**src/rtl/lane_pkg.sv**
```systemverilog
// Shared types for the bidirectional lane controller.
package lane_pkg;

  localparam int unsigned NbLanesDef   = 3;
  localparam int unsigned DataWidthDef = 16;

  // One full-width lane word at the default geometry.
  typedef logic [NbLanesDef-1:0][DataWidthDef-1:0] lane_word_t;

  // Bus ownership: RX (external drives), TX (we drive), two idle turnaround states.
  typedef enum logic [1:0] {
    StRx     = 2'd0,
    StTurnTx = 2'd1,
    StTx     = 2'd2,
    StTurnRx = 2'd3
  } lane_state_e;

endpackage

```
**src/rtl/sync_fifo.sv**
```systemverilog
// Synchronous FIFO, power-of-two depth, simultaneous push/pop, show-ahead read port.
module sync_fifo #(
  parameter int unsigned Depth = 4,
  parameter int unsigned Width = 48
) (
  input  logic             clk,
  input  logic             rst,
  input  logic             push_i,
  input  logic [Width-1:0] wdata_i,
  input  logic             pop_i,
  output logic [Width-1:0] rdata_o,
  output logic             full_o,
  output logic             empty_o
);

  localparam int unsigned PtrW = (Depth > 1) ? $clog2(Depth) : 1;

  logic [PtrW-1:0] wr_ptr_q, rd_ptr_q;
  logic [PtrW:0]   count_q;
  logic [Width-1:0] mem_q [Depth];
  logic push_ok, pop_ok;

  assign full_o  = (count_q == (PtrW+1)'(Depth));
  assign empty_o = (count_q == '0);
  // A full FIFO refuses a push even when a pop frees a slot in the same cycle.
  assign push_ok = push_i && !full_o;
  assign pop_ok  = pop_i && !empty_o;
  assign rdata_o = mem_q[rd_ptr_q];

  // Pointer and occupancy bookkeeping; pointers wrap naturally at power-of-two depth.
  always_ff @(posedge clk) begin
    if (rst) begin
      wr_ptr_q <= '0;
      rd_ptr_q <= '0;
      count_q  <= '0;
    end else begin
      if (push_ok) wr_ptr_q <= wr_ptr_q + PtrW'(1);
      if (pop_ok)  rd_ptr_q <= rd_ptr_q + PtrW'(1);
      unique case ({push_ok, pop_ok})
        2'b10:   count_q <= count_q + (PtrW+1)'(1);
        2'b01:   count_q <= count_q - (PtrW+1)'(1);
        default: count_q <= count_q;
      endcase
    end
  end

  // Storage array, no reset needed since occupancy gates every read.
  always_ff @(posedge clk) begin
    if (push_ok) mem_q[wr_ptr_q] <= wdata_i;
  end

endmodule

```
**src/rtl/bidir_lane_ctrl.sv**
```systemverilog
// Direction/turnaround controller for NB_LANES bidirectional lanes with an outbound FIFO
// and a saturating transferred-bit counter.
module bidir_lane_ctrl
  import lane_pkg::*;
#(
  parameter int unsigned NB_LANES       = 3,
  parameter int unsigned DATA_WIDTH     = 16,
  parameter int unsigned OUT_FIFO_DEPTH = 4,
  parameter int unsigned TURNAROUND     = 1,
  parameter int unsigned CNT_WIDTH      = 48
) (
  input  logic                           clk,
  input  logic                           rst,
  input  logic [NB_LANES*DATA_WIDTH-1:0] lane_in,
  output logic [NB_LANES*DATA_WIDTH-1:0] lane_out,
  output logic                           lane_oe,
  input  logic                           con_valid,
  output logic                           con_ready,
  output logic [NB_LANES*DATA_WIDTH-1:0] in_data,
  output logic                           in_valid,
  input  logic                           in_ready,
  input  logic [NB_LANES*DATA_WIDTH-1:0] out_data,
  input  logic                           out_valid,
  output logic                           out_ready,
  output logic                           out_strobe,
  input  logic                           cnt_clear,
  output logic [CNT_WIDTH-1:0]           bit_count
);

  localparam int unsigned WordW = NB_LANES * DATA_WIDTH;
  localparam int unsigned TaW   = (TURNAROUND > 1) ? $clog2(TURNAROUND) : 1;
  localparam logic [CNT_WIDTH:0] Inc = (CNT_WIDTH+1)'(WordW);

  lane_state_e          state_q;
  logic [TaW-1:0]       turn_q;
  logic [CNT_WIDTH-1:0] cnt_q, cnt_d;
  logic [CNT_WIDTH:0]   cnt_sum;
  logic [WordW-1:0]     fifo_head;
  logic                 fifo_full, fifo_empty;
  logic                 in_xfer;

  sync_fifo #(
    .Depth (OUT_FIFO_DEPTH),
    .Width (WordW)
  ) u_out_fifo (
    .clk     (clk),
    .rst     (rst),
    .push_i  (out_valid),
    .wdata_i (out_data),
    .pop_i   (out_strobe),
    .rdata_o (fifo_head),
    .full_o  (fifo_full),
    .empty_o (fifo_empty)
  );

  // Inbound handshake is a pure pass-through while we listen; masked during reset.
  assign con_ready  = (state_q == StRx) && in_ready && !rst;
  assign in_valid   = (state_q == StRx) && con_valid && !rst;
  assign in_data    = lane_in;
  assign in_xfer    = con_valid && con_ready;
  assign lane_oe    = (state_q == StTx);
  assign out_strobe = lane_oe && !fifo_empty;
  assign lane_out   = lane_oe ? fifo_head : '0;
  assign out_ready  = !fifo_full;
  assign bit_count  = cnt_q;

  // Direction FSM; turnaround counter loads on leaving RX/TX and counts down to zero.
  always_ff @(posedge clk) begin
    if (rst) begin
      state_q <= StRx;
      turn_q  <= '0;
    end else begin
      unique case (state_q)
        StRx: begin
          // A live inbound handshake keeps the bus in RX.
          if (!fifo_empty && !in_xfer) begin
            state_q <= StTurnTx;
            turn_q  <= TaW'(TURNAROUND - 1);
          end
        end
        StTurnTx: begin
          if (turn_q == '0) state_q <= StTx;
          else              turn_q  <= turn_q - TaW'(1);
        end
        StTx: begin
          if (fifo_empty) begin
            state_q <= StTurnRx;
            turn_q  <= TaW'(TURNAROUND - 1);
          end
        end
        StTurnRx: begin
          if (turn_q == '0) state_q <= StRx;
          else              turn_q  <= turn_q - TaW'(1);
        end
        default: state_q <= StRx;
      endcase
    end
  end

  assign cnt_sum = {1'b0, cnt_q} + Inc;

  // Saturating bit counter; clear wins over a same-cycle increment.
  always_comb begin
    cnt_d = cnt_q;
    if (cnt_clear) begin
      cnt_d = '0;
    end else if (in_xfer || out_strobe) begin
      cnt_d = cnt_sum[CNT_WIDTH] ? '1 : cnt_sum[CNT_WIDTH-1:0];
    end
  end

  // Counter register.
  always_ff @(posedge clk) begin
    if (rst) cnt_q <= '0;
    else     cnt_q <= cnt_d;
  end

endmodule

```
**config.mk**
```make
export PLATFORM = sky130hd
export DESIGN_NAME = bidir_lane_ctrl
export DESIGN_NICKNAME = d
export VERILOG_FILES = /design/src/rtl/lane_pkg.sv /design/src/rtl/sync_fifo.sv /design/src/rtl/bidir_lane_ctrl.sv
export SDC_FILE = /design/constraint.sdc
export NUM_CORES = 1
export LEC_CHECK = 0
export ABC_AREA = 0
export BUFFER_PORTS_ARGS = -buffer_cell sky130_fd_sc_hd__buf_2
export CELL_PAD_IN_SITES_DETAIL_PLACEMENT = 0
export CELL_PAD_IN_SITES_GLOBAL_PLACEMENT = 1
export CORE_ASPECT_RATIO = 1.2
export CORE_MARGIN = 8
export CORE_UTILIZATION = 46
export CTS_BUF_LIST = sky130_fd_sc_hd__clkbuf_8
export DETAILED_ROUTE_END_ITERATION = 10
export PLACE_DENSITY_LB_ADDON = 0.1
export SLEW_MARGIN = 20
export SYNTH_ARGS = -nofsm -noshare
export SYNTH_HDL_FRONTEND = slang
export SYNTH_SLANG_ARGS = --single-unit
```
**constraint.sdc**
```tcl
create_clock -name clk -period 3.46 [get_ports clk]
set_clock_uncertainty 0.15 [all_clocks]
set_input_delay 0.346 -clock clk [delete_from_list [all_inputs] [get_ports clk]]
set_output_delay 0.346 -clock clk [all_outputs]
set_load 0.05 [all_outputs]
```
==> reports/summary.txt, run 1 <==
# IOs: 251
Post-Route Utilization: 0.5494
TritonCTS Buffers: 40
Worst endpoint required time: 2.96 ns
Slew Viols, Final: 0
Final Cycle Share: 0.8413
Hold Path Class: in2reg
Synth-to-Final Area Change: 18.46%
MaxCap Viol Count: 0
Final Non-Filler Cells: 1214
CP max FO: 30
P_leak: 4.574 nW
FF+latch count, synth: 248
Max Buffers Root-to-Sink: 3
Worst-margin pin slew: 0.7475 ns
Setup bufs post-CTS: 0
Post-Syn Area: 0.01066 sq mm
Remaining DRCs: 0
Final setup viols: 0
Initial core utilization: 0.4638
Combinational power share: 0.184
Maximum vdd drop: 0.0002935 V
Worst setup EP type: primary output
Routed vias: 6369
HPWL Detailed: 15260 um
CTS tree: built
Layout cell share with drive strength beyond 1: 0.3241
Row count: 61
Rel. slew slack: 0.5017
Status: finished clean
Reg clk slew, reported paths: 0.06 ns
Startpoint types: flip-flop
DR iter-0 viols: 251
Die extent in y: 182.7 um
Cell Int Power: 5.067 mW
Routed Antenna Nets: 0
Sink Count: 248
Warnings, synthesis: 0
Post-synth net total: 808
Min Tclk post-route: 2.911 ns
Final setup TNS: 0 ns
Core outline area: 0.02297 sq mm
Fmax achieved: 343.5 MHz
Synth unique cells: 55
First-pass GRT wire length: 37600 um
Pre-CTS WS: 0.9820 ns
Crit path kind: reg2out
Root Driver: clkbuf_8
Final Hold Vio Count: 0
Die width: 154.9 um
Switching pwr: 2.063 mW
Mapped Avg Cell Area: 15.29 sq um
RSZ-0062 raised after global routing: false
Vias in the first global route: 6981
Cells after synthesis: 697
H-tree levels: 2
GRT Util Overall: 0.1675
Seq/Total Area, Yosys: 0.6463
Gp weighted congestion: 0.8125
Worst hold slack: 0.1302 ns
Flop pwr share: 0.485
GRT overflow: 0
Post-CTS Resized: 0
Total Wirelength: 23710 um
Final setup margin: 0.5490 ns
Die Area: 0.02831 sq mm
Detail-routed net length per standard cell: 19.53 um
Power Density: 564.8 mW/mm^2
CP Data Arrival Time: 2.41 ns
Final #Nets: 978
Pin count of the biggest net entering global routing: 51
1st-pass router iterations: 4
Clk Latency, worst-skew pair: 0.52 ns
Initial antenna violation count: 1
# port buffers: 154
Placed Cells: 1090
Switch share: 0.2893
CTS hold repair buffers: 50
Vias/cell: 5.246
Clock share of power: 0.331
metal layers:
metal	vias to the layer above	track usage	part of all wire
li1	2931	-	-
met4	0	0.05379	0.017
met2	217	0.2849	0.49
met1	3182	0.2027	0.43
met3	39	0.04685	0.063
met5	-	0	0
final cells by class:
| cell class | count | area (sq um) |
|---|---|---|
| antenna | 1 | 2.502 |
| clock buffer | 41 | 564.3 |
| clock inverter | 32 | 182.7 |
| fill | 1920 | 10350 |
| inverter | 15 | 58.81 |
| multi-input combinational | 348 | 3144 |
| sequential | 248 | 6892 |
| tap | 315 | 394.1 |
| timing repair buffer | 214 | 1384 |
state kept, by name (all words and copies together), names as in the netlist, named ones only:
register,cells
bit_count,45
state_q,2
u_out_fifo.count_q,3
u_out_fifo.mem_q,192
u_out_fifo.rd_ptr_q,2
u_out_fifo.wr_ptr_q,2
worst max-delay path: stages, from the launching register on:
cell,delay [ns]
dfxtp_4,0.61
buf_12,0.32
mux4_2,0.55
and2_1,0.18
buf_2,0.21
per-stage QoR:
step / power [mW] / instance area, sq um
6_report: 7.129 / 12620
2_1_floorplan: 4.598 / 10660
4_1_cts: 7.246 / 12620
3_3_place_gp: 4.788 / 11370
3_5_place_dp: 4.815 / 11370
5_1_grt: 7.463 / 12620
kinds of logic after synthesis:
family | count (synthesis) | share of synthesized area
and+or+nand+nor | 187 | 0.1090
buffers and inverters | 101 | 0.05930
xor gates and xnor gates | 40 | 0.03288
adders and majority gates | 9 | 0.01127
DFF | 248 | 0.6463
AOI/OAI and AO/OA | 63 | 0.03887
muxes | 49 | 0.1024
Yosys cell counts, drive strengths merged:
cell / number / area, sq um
buf: 67 / 476.7
dfxtp: 56 / 1121
mux4: 48 / 1081
a41oi: 1 / 8.760
clkdlybuf4s15: 1 / 10.01
nor4: 18 / 158.9
nand2: 23 / 86.33
or3: 2 / 12.51
or2: 2 / 12.51
and3b: 2 / 17.52
nand4b: 1 / 8.760
nor3: 15 / 102.6
clkbuf: 18 / 86.32
and4: 8 / 71.32
o2111ai: 1 / 26.28
xor2: 6 / 52.55
and3: 10 / 63.81
and2: 49 / 306.5
xnor2: 34 / 297.8
nand4: 10 / 105.1
edfxtp: 192 / 5766
a221oi: 2 / 17.52
o21ai: 28 / 140.1
o211ai: 2 / 33.78
inv: 15 / 58.81
nand3: 18 / 100.1
a211o: 1 / 8.760
a31oi: 3 / 18.77
nor2: 28 / 105.1
a211oi: 6 / 45.04
ha: 8 / 100.1
o31ai: 1 / 21.27
mux2i: 1 / 10.01
a21oi: 18 / 93.84
fa: 1 / 20.02
and4b: 1 / 10.01
power by group through the flow:
stage	clock (mW)	sequential, mW	combinational [mW]
floorplan	0	3.50	1.10
global placement	0	3.51	1.28
detailed placement	0	3.52	1.29
CTS	2.45	3.46	1.34
global route	2.58	3.47	1.41
finish	2.36	3.46	1.31
worst paths after layout:
check                                         endpoint       start  depth (start not counted)  slack, ns
worst min register to register              state_q[1]  state_q[1]                          2       0.35
worst max register to register           bit_count[45]  state_q[0]                          7       0.99
worst max-delay path                      lane_out[24]   flip-flop                          4       0.55
worst min-delay path            u_out_fifo.wr_ptr_q[1]   out_valid                          4       0.13
placed cells by master (no fill, tap or decap), types with 17 or more instances in the layout:
cell type      netlist  routed
a21oi_1             17      17
and2_1              49      49
buf_2                9     154
clkbuf_8             1      41
dfxtp_1             56      54
dlygate4sd3_1        0      50
edfxtp_1           192     192
inv_1               14      31
mux4_2              48      48
nand2_1             23      23
nor2_1              28      28
o21ai_0             17      17
xnor2_1             34      34
Power figures use the tool's default switching activity.
==> run 2: changes to the inputs <==
==> constraint.sdc (replaced) <==
create_clock -name clk -period 2.78 [get_ports clk]
set_clock_uncertainty 0.15 [all_clocks]
set_input_delay 0.278 -clock clk [delete_from_list [all_inputs] [get_ports clk]]
set_output_delay 0.278 -clock clk [all_outputs]
set_load 0.05 [all_outputs]
==> run 2 against run 1 <==
  * Combinational power up 28%
  * Total power up 24%
  * Core utilization up 0.54 points
  * Sequential power up 24%
  * Cell area up 0.98%
  * Clock-buffer cell count up 3
  * Largest power group unchanged
==> reports/summary.txt, run 2 (synthesis results as in run 1) <==
HPWL Detailed: 15530 um (+1.8%)
Final setup TNS: 0 ns (unchanged)
DR iter-0 viols: 298 (+19%)
Row count: 61 (unchanged)
CTS tree: built
Min Tclk post-route: 2.566 ns
Post-CTS Resized: 0 (unchanged)
Routed vias: 6418 (+0.77%)
Die Area: 0.02831 sq mm (unchanged)
Final #Nets: 991 (+1.3%)
Remaining DRCs: 0 (unchanged)
Uppermost layer routed: met4
Layout cell share with drive strength beyond 1: 0.3403 (+0.01623)
Sink Count: 248 (unchanged)
Max reg flops: 192 (unchanged)
1st-pass router iterations: 4 (unchanged)
Slew Viols, Final: 0 (unchanged)
Rel. slew slack: 0.6490 (+0.1474)
First-pass GRT wire length: 37340 um (-0.70%)
R2r startpoint: u_out_fifo.count_q[0]
Worst setup EP type: primary output
Fmax achieved: 389.6 MHz
# port buffers: 154 (unchanged)
Die width: 154.9 um (unchanged)
RSZ-0062 raised after global routing: false
GRT Util Overall: 0.1682 (+0.0006652)
Die extent in y: 182.7 um (unchanged)
# IOs: 251 (unchanged)
Final setup viols: 0 (unchanged)
Most common cell after layout, fill and taps aside: edfxtp_1
Worst endpoint required time: 2.35 ns (-0.61 ns)
GRT overflow: 0 (unchanged)
Final Cycle Share: 0.9232
Initial core utilization: 0.4638 (unchanged)
Clk Latency, worst-skew pair: 0.53 ns (about the same)
Worst setup startpoint: state_q[0]
Max Buffers Root-to-Sink: 3 (unchanged)
MaxCap Viol Count: 0 (unchanged)
Crit path kind: reg2out
Design Area, Final: 0.01275 sq mm (+0.98%)
Initial antenna violation count: 1 (unchanged)
Fill count: 1914 (-0.31%)
Hold_sp: out_valid
Cell Area, Placed: 0.01149 sq mm (+1.1%)
Met3 wire length: 1410 um (-5.1%)
Reg clk slew, reported paths: 0.06 ns (about the same)
Synth-to-Final Area Change: 19.62%
Final setup margin: 0.2135 ns (-0.3355 ns)
Pin count of the biggest net entering global routing: 51 (unchanged)
Routed Antenna Nets: 0 (unchanged)
Vias in the first global route: 6952 (-0.42%)
CP Data Arrival Time: 2.14 ns (-0.27 ns)
Most frequent cells in the layout: edfxtp_1 (192), buf_2 (154), dfxtp_1 (54), dlygate4sd3_1 (50), and2_1 (49)
Pre-CTS WS: 0.3743 ns (-0.6077 ns)
Final Hold Vio Count: 0 (unchanged)
Power Density: 692.8 mW/mm^2 (+23%)
TritonCTS Buffers: 40 (unchanged)
Core outline area: 0.02297 sq mm (unchanged)
Worst-margin pin slew: 0.5265 ns (-0.2210 ns)
WL met1: 9371 um (-7.9%)
CP max FO: 50 (+67%)
H-tree levels: 2 (unchanged)
Gp weighted congestion: 0.8284 (+2.0%)
Status: finished clean
Root Driver: clkbuf_8
Maximum vdd drop: 0.0003134 V (+6.8%)
Vias/cell: 5.231 (-0.30%)
P_leak: 4.638 nW (+1.4%)
Hold Path Class: in2reg
Detail-routed net length per standard cell: 19.53 um (about the same)
Final Non-Filler Cells: 1227 (+1.1%)
Met2 wire len: 12520 um (+7.6%)
Placed Cells: 1101 (+1.0%)
Total Wirelength: 23960 um (+1.1%)
Startpoint types: flip-flop
Top reg by flops: u_out_fifo.mem_q
Power Total: 8.830 mW (+24%)
[run 2: worst paths after layout]
path / end / slack [ns] / cells after the start
setup / recovery: lane_out[38] / 0.21 / 5
hold / removal: u_out_fifo.wr_ptr_q[1] / 0.06 / 4
setup reg to reg: u_out_fifo.count_q[2] / 0.35 / 10
hold reg to reg: state_q[1] / 0.34 / 2
[run 2: report_power, final]
group,total [mW],internal (mW),switching (mW)
combinational,1.68,0.556,1.13
clock,2.86,1.47,1.39
sequential,4.28,4.21,0.0698
total,8.83,6.24,2.59
[run 2: through the flow]
step	hold WS, ns	utilization
after global routing	0.05213	0.5548
after detailed placement	0.3290	0.5002
after global placement	0.3146	0.5002
after floorplan	0.2008	-
final	0.06265	0.5548
after CTS	0.02395	0.5547
[run 2: final cells by class]
| type | count | area, sq um | area share |
|---|---|---|---|
| Antenna cell | 1 | 2.502 | 0.0001963 |
| Clock inverter | 29 | 130.1 | 0.01021 |
| Clock buffer | 44 | 605.6 | 0.04751 |
| Sequential cell | 248 | 6892 | 0.5407 |
| Multi-Input combinational cell | 348 | 3144 | 0.2467 |
| Timing Repair Buffer | 227 | 1519 | 0.1192 |
| Inverter | 15 | 58.81 | 0.004614 |
| Tap cell | 315 | 394.1 | 0.03092 |
[run 2: what timing repair did]
| item | in CTS | in global routing |
|---|---|---|
| setup buffers | 2 | 0 |
| hold endpoints to repair | 204 | 0 |
| setup endpoints to repair | 1 | 0 |
| hold buffers | 50 | 0 |
[run 2: worst max-delay path, cell delays in order (launching register included)]
cell and delay [ns]:
dfxtp_1 0.30, inv_1 0.09, ha_2 0.22, buf_4 0.46
and2_1 0.26, buf_2 0.28
[run 2: layer usage]
metal | vias up | GRT usage
met5 | - | 0
met4 | 0 | 0.06714
met3 | 65 | 0.03952
met2 | 226 | 0.3027
met1 | 3165 | 0.1887
li1 | 2962 | -
